### config.mk
export PLATFORM = sky130hd
export DESIGN_NAME = serial_adder_flat
export DESIGN_NICKNAME = d
export VERILOG_FILES = /design/src/rtl/serial_adder_if.sv /design/src/rtl/serial_adder.sv /design/src/flat_wrapper.sv
export SDC_FILE = /design/constraint.sdc
export NUM_CORES = 1
export LEC_CHECK = 0
export ABC_AREA = 1
export BUFFER_PORTS_ARGS = -buffer_cell sky130_fd_sc_hd__buf_4
export CORE_MARGIN = 2
export CORE_UTILIZATION = 59
export CTS_CLUSTER_DIAMETER = 40
export DETAILED_ROUTE_END_ITERATION = 7
export GPL_ROUTABILITY_DRIVEN = 0
export PLACE_DENSITY = 0.89
export SYNTH_ARGS = -nofsm -noshare
export SYNTH_HDL_FRONTEND = slang
export SYNTH_SLANG_ARGS = --single-unit
### constraint.sdc
create_clock -name clk -period 2.9 [get_ports clk]
set_input_delay 0.58 -clock clk [delete_from_list [all_inputs] [get_ports clk]]
set_output_delay 0.58 -clock clk [all_outputs]
set_load 0.02 [all_outputs]
### src/rtl/serial_adder_if.sv
// Operand/result bundle for the bit-serial adder: the requester drives start and
// the operands, and the adder returns busy, done and the registered result.
interface serial_adder_if #(
  parameter int WIDTH = 8
);
  logic             start;
  logic [WIDTH-1:0] a;
  logic [WIDTH-1:0] b;
  logic             busy;
  logic             done;
  logic [WIDTH-1:0] sum;
  logic             carry_out;

  modport master (
    output start, a, b,
    input  busy, done, sum, carry_out
  );

  modport slave (
    input  start, a, b,
    output busy, done, sum, carry_out
  );
endinterface

### src/rtl/serial_adder.sv
// Bit-serial WIDTH-bit adder, LSB first, one bit per clock. A full-adder slice
// is built from two half-adder stages plus an OR, and a carry flop closes the loop.
module serial_adder #(
  parameter int WIDTH = 8
) (
  input  logic           clk,
  input  logic           rst_n,
  serial_adder_if.slave  bus
);

  localparam int CW = (WIDTH > 1) ? $clog2(WIDTH) : 1;

  typedef enum logic [1:0] {
    IDLE = 2'd0,
    RUN  = 2'd1,
    DONE = 2'd2
  } state_t;

  // Half-adder primitive: returns {carry, sum}.
  function automatic logic [1:0] half_add(input logic x, input logic y);
    return {x & y, x ^ y};
  endfunction

  state_t           state_r;
  logic [WIDTH-1:0] a_sr_r;
  logic [WIDTH-1:0] b_sr_r;
  logic [WIDTH-1:0] psum_r;
  logic             carry_r;
  logic [CW-1:0]    cnt_r;
  logic             busy_r;
  logic             done_r;
  logic [WIDTH-1:0] sum_r;
  logic             carry_out_r;

  logic [1:0]       ha1_s;
  logic [1:0]       ha2_s;
  logic             bit_s;
  logic             c_next_s;
  logic [WIDTH-1:0] psum_next_s;
  logic             last_s;

  // Full-adder slice on the current operand LSBs and the carry flop.
  always_comb begin
    ha1_s       = half_add(a_sr_r[0], b_sr_r[0]);
    ha2_s       = half_add(ha1_s[0], carry_r);
    bit_s       = ha2_s[0];
    c_next_s    = ha1_s[1] | ha2_s[1];
    psum_next_s = {bit_s, psum_r[WIDTH-1:1]};
    last_s      = (cnt_r == CW'(WIDTH - 1));
  end

  // Control FSM and datapath registers. The edge that leaves DONE samples start
  // like an IDLE edge, so a held start yields one addition per WIDTH+1 cycles.
  always_ff @(posedge clk or negedge rst_n) begin
    if (!rst_n) begin
      state_r     <= IDLE;
      a_sr_r      <= '0;
      b_sr_r      <= '0;
      psum_r      <= '0;
      carry_r     <= 1'b0;
      cnt_r       <= '0;
      busy_r      <= 1'b0;
      done_r      <= 1'b0;
      sum_r       <= '0;
      carry_out_r <= 1'b0;
    end else begin
      case (state_r)
        IDLE, DONE: begin
          done_r <= 1'b0;
          if (bus.start) begin
            a_sr_r  <= bus.a;
            b_sr_r  <= bus.b;
            carry_r <= 1'b0;
            cnt_r   <= '0;
            busy_r  <= 1'b1;
            state_r <= RUN;
          end else begin
            busy_r  <= 1'b0;
            state_r <= IDLE;
          end
        end
        RUN: begin
          a_sr_r  <= {1'b0, a_sr_r[WIDTH-1:1]};
          b_sr_r  <= {1'b0, b_sr_r[WIDTH-1:1]};
          psum_r  <= psum_next_s;
          carry_r <= c_next_s;
          cnt_r   <= cnt_r + CW'(1);
          if (last_s) begin
            sum_r       <= psum_next_s;
            carry_out_r <= c_next_s;
            done_r      <= 1'b1;
            busy_r      <= 1'b0;
            state_r     <= DONE;
          end else begin
            busy_r  <= 1'b1;
            state_r <= RUN;
          end
        end
        default: begin
          busy_r  <= 1'b0;
          done_r  <= 1'b0;
          state_r <= IDLE;
        end
      endcase
    end
  end

  assign bus.busy      = busy_r;
  assign bus.done      = done_r;
  assign bus.sum       = sum_r;
  assign bus.carry_out = carry_out_r;

endmodule

### src/flat_wrapper.sv
// flat-port wrapper written by rule: the top's interface ports become plain ports
module serial_adder_flat 
#(
  parameter int WIDTH = 8
)
  (clk, rst_n, bus_start, bus_a, bus_b, bus_busy, bus_done, bus_sum, bus_carry_out);
  serial_adder_if #(.WIDTH(WIDTH)) bus_i ();
  input  logic clk;
  input  logic rst_n;
  input wire logic [$bits(bus_i.start)-1:0] bus_start;
  input wire logic [$bits(bus_i.a)-1:0] bus_a;
  input wire logic [$bits(bus_i.b)-1:0] bus_b;
  output wire logic [$bits(bus_i.busy)-1:0] bus_busy;
  output wire logic [$bits(bus_i.done)-1:0] bus_done;
  output wire logic [$bits(bus_i.sum)-1:0] bus_sum;
  output wire logic [$bits(bus_i.carry_out)-1:0] bus_carry_out;
  assign bus_i.start = bus_start;
  assign bus_i.a = bus_a;
  assign bus_i.b = bus_b;
  assign bus_busy = bus_i.busy;
  assign bus_done = bus_i.done;
  assign bus_sum = bus_i.sum;
  assign bus_carry_out = bus_i.carry_out;
  serial_adder #(.WIDTH(WIDTH)) u_core (.clk(clk), .rst_n(rst_n), .bus(bus_i));
endmodule
**Yosys cells after proc, flatten, opt, wreduce, memory -nomap -nowiden**

Index checks and enable logic that the tools add are counted.

- Flip-flop bits (word level): 41
- Bits in latches: 0
- Memory bits (writable): 0
- ROM bits: 0
- Output and inout port bits: 11
- Word-level logic and storage cells: 42
- Memories kept: 0

- Add/sub/neg operators: 1
- Multipliers: 0
- Div/mod/pow operators: 0
- Order comparisons: 0
- Equality and inequality tests: 5
- Shift-type cells: 0
- Multiplexer cells: 16
- Bitwise operators: 5
- Reductions and logical operators: 5

Operators by type and width:

| operator | number |
|---|---|
| $pmux 8 s2 | 2 |
| $mux 8 | 2 |
| $mux 1 | 6 |
| $pmux 3 s2 | 1 |
| $pmux 1 s2 | 2 |
| $pmux 2 s2 | 1 |
| $reduce_and 2->1 | 2 |
| $add 3x1->3 const B | 1 |
| $eq 3x3->1 const B | 1 |
| $mux 3 | 1 |
| $and 1x1->1 | 2 |
| $eq 2x1->1 const B | 1 |
| $eq 2x2->1 const B | 1 |
| $logic_not 2->1 | 1 |
| $mux 2 | 1 |
| $ne 2x1->1 const B | 1 |
| $ne 2x2->1 const B | 1 |
| $reduce_bool 2->1 | 1 |
| $reduce_or 2->1 | 1 |
| $xor 1x1->1 | 2 |
| $or 1x1->1 | 1 |

**Depth between registers and ports, before layout**

- Depth after elaboration: 4
- Mapped depth: 8
- Depth with buffers taken out: 6

**Worst setup path after synthesis**

No wires, ideal clock.

- Path kind: reg-to-reg
- From: register u_core.bus.busy (netlist name)
- To: register u_core.sum_r[7] (netlist: u_core.bus.sum[7])
- Data arrival time: 1.121 ns
- Data required time: 2.782 ns
- Slack: 1.661 ns
- Cell stages (with the launch flop): 8
- Buffers on the path: 2
- Period minus slack after synthesis: 1.239 ns
- Path through: dfrtp_1 -> buf_6 -> inv_4 -> nor2_4 -> nand2_4 -> buf_6 -> nand2_1 -> o21ai_2

RTL lines:

| what | RTL line | RTL |
|---|---|---|
| to (signal assigned) | serial_adder.sv:89 | `sum_r <= psum_next_s;` |
| to (decl) | serial_adder.sv:32 | `logic [WIDTH-1:0] sum_r;` |

**Worst setup path after layout**

- From: register u_core.busy_r (netlist: u_core.bus.busy)
- To: output port bus_busy

RTL lines:

| what | RTL line | RTL |
|---|---|---|
| from (decl) | serial_adder.sv:30 | `logic busy_r;` |
| from (signal assigned) | serial_adder.sv:62 | `busy_r <= 1'b0;` |
| from (signal assigned) | serial_adder.sv:75 | `busy_r <= 1'b1;` |
| from (signal assigned) | serial_adder.sv:78 | `busy_r <= 1'b0;` |
| to (decl) | flat_wrapper.sv:13 | `output wire logic [$bits(bus_i.busy)-1:0] bus_busy;` |

No word-level cell between the ends.

==> results.txt <==
chip height: 59.8 um
CP max-delay cell: dfrtp_1
RR Endpoint: u_core.b_sr_r[2]
Ports: 30
Via Count: 1389
Post-CTS Hold Buffers: 0
Worst Hold Class: primary input to async pin
Pre-antenna DRT Iters: 4
area delta synth->final: 14.2%
Max Cap Violations: 0
vias in the first global route: 1268
die area: 3580 um^2
CTS Buffer Depth: 2
# setup viols final: 0
nets: 267
Met2 Wirelength: 1400 um
Yosys reg bits: 39
crit path max fanout: 17
VDD IR max: 0.543 mV
DRC: 0
root buf cell: clkbuf_4
met1 wire length: 1560 um
vias per cell: 4.98
setup ws final: 0.987 ns
area leader, netlist: dfrtp_1
status: finished clean
Worst Path Buf+Inv: 1
crit share post-route: 0.660
Worst Clk Skew: 0.0135 ns
syn_nets: 240
WS Path Type: register to output pin
CP cell instances: buf_4
Total Power: 2.35 mW
grt total ovfl: 0
DR WL met3: 112 um
GRT Resource Usage Total: 0.199
Period minus WS final: 1.91 ns
Synth Warn #: 0
Worst slew margin: 0.598
mapped cell area: 1840 um^2
clock latency on the worst-skew pair: 0.35 ns
worst r2r path cells: 5
largest net degree at the start of global routing: 40
RSZ-0062 raised after global routing: no
syn avg cell area: 8.44 um^2
final antenna-violating net count: 0
share of cells above drive strength 1: 0.211
post-synthesis sequential area ratio: 0.531
I/O Buffers: 29
postcts setup bufs: 0
FF-to-FF setup slack: 1.18 ns
crit path from: u_core.bus.busy
ant diodes: 0
core area: 3000 um^2
width of the die: 59.8 um
drt wl/cell: 11.2 um
worst stage delay on the critical path: 0.74 ns
Top Family by Delay on Critical Path: flip-flops
Leak: 1.20 nW
cell count after synthesis: 218
Critical Path RT: 2.32 ns
Resized cells post-CTS: 0
H-tree levels: 2
initial antenna violation count: 0
Top Metal Used: met4
area share of the largest cell type after synthesis: 0.531
leading post-synthesis cells by cell area: dfrtp_1, nand2_1, nand3_1
cts bufs inserted: 5
site row count: 20
CP Data Arrival Time: 1.33 ns
aggregate routed wire length: 3120 um
Initial Util: 0.612
DP HPWL: 2130 um
CTS tree: yes
clock net sink count: 39
Worst setup SP type: register
pre-CTS setup slack: 1.22 ns
worst r2r src: u_core.bus.busy
actual slew at the worst max-slew pin: 0.603 ns
CTS clk-pin slew, worst paths: 0.11 ns
crit end category: output pin
Max Fclk: 523 MHz
first-pass GRT wire length: 5250 um
pwr/cell area: 1120 nW/um^2
Sum Neg Setup Slack: 0 ns
DRT iter0 DRCs: 101
Synth cell types: 17
Final Hold Viols: 0
max-slew violations: 0
## cells in the final DEF (no fill, tap or decap)
cell | synthesis | routed
inv_2 | 1 | 1
o21ai_2 | 7 | 7
fa_1 | 1 | 1
ha_1 | 2 | 2
clkbuf_4 | 0 | 5
nor2_4 | 1 | 1
nand2_2 | 1 | 1
o21ai_0 | 10 | 10
clkbuf_8 | 0 | 2
inv_1 | 37 | 37
nand2_1 | 73 | 73
dfrtp_1 | 39 | 39
nand2_4 | 3 | 3
a21oi_1 | 1 | 1
nand3_1 | 28 | 28
buf_4 | 0 | 29
clkinvlp_4 | 0 | 1
nor2_1 | 3 | 3
inv_4 | 2 | 2
## routing by layer
layer  vias to the layer above  GRT usage
met3                         4     0.0714
met4                         0     0.0857
li1                        714          -
met1                       642      0.267
met2                        29      0.292
met5                         -          0
## through the flow
| stage | std cells | utilization | instance area [um^2] | hold WS [ns] |
|---|---|---|---|---|
| after global placement | 271 | 0.675 | 2030 | 0.458 |
| after global routing | 279 | 0.700 | 2100 | 0.190 |
| final | 279 | 0.700 | 2100 | 0.175 |
| after CTS | 279 | 0.700 | 2100 | 0.182 |
| after detailed placement | 271 | 0.675 | 2030 | 0.465 |
| after floorplan | 218 | - | 1840 | 0.284 |
## cell type report
class | instances | area [um^2]
clock buffer | 7 | 65.1
multi-input combinational | 130 | 638
fill | 238 | 902
sequential | 39 | 976
inverter | 40 | 155
clock inverter | 1 | 7.51
timing repair buffer | 29 | 218
tap | 33 | 41.3
## synthesized netlist by cell type
| master | instances |
|---|---|
| nand2_1 | 73 |
| dfrtp_1 | 39 |
| inv_1 | 37 |
| nand3_1 | 28 |
| o21ai_0 | 10 |
| o21ai_2 | 7 |
| buf_2 | 5 |
| buf_6 | 4 |
| nand2_4 | 3 |
| nor2_1 | 3 |
| ha_1 | 2 |
| inv_4 | 2 |
| a21oi_1 | 1 |
| fa_1 | 1 |
| inv_2 | 1 |
| nand2_2 | 1 |
| nor2_4 | 1 |
## flip-flops by register name, summed over array words and instances (netlist names)
register,count
u_core.a_sr_r,8
u_core.carry_r,1
u_core.bus.done,1
u_core.psum_r,7
u_core.bus.busy,1
u_core.bus.sum,8
u_core.bus.carry_out,1
u_core.b_sr_r,8
u_core.state_r,1
u_core.cnt_r,3
## how the worst max path moves through the flow
stage	to	slack, ns	depth (start not counted)
finish	bus_busy	0.99	1
floorplan	u_core.bus.sum[7]	1.66	7
global placement	u_core.b_sr_r[1]	1.26	5
CTS	bus_busy	0.97	1
global route	bus_busy	0.90	1
detailed placement	u_core.carry_r	1.22	5
## where the power goes
group / internal [mW] / switching (mW) / leakage [nW]
clock network: 0.142 / 0.173 / 0.0375
logic: 0.400 / 0.658 / 0.672
registers: 0.800 / 0.172 / 0.487
## cells by family (layout without fill, tap and decap cells)
| kind of cell | count (synthesis) | count (layout) | synth area share |
|---|---|---|---|
| compound gates | 18 | 18 | 0.0633 |
| fa+ha+maj | 3 | 3 | 0.0245 |
| buf+inv | 49 | 77 | 0.122 |
| flops | 39 | 39 | 0.531 |
| simple gates | 109 | 109 | 0.259 |
Power figures use the tool's default switching activity.
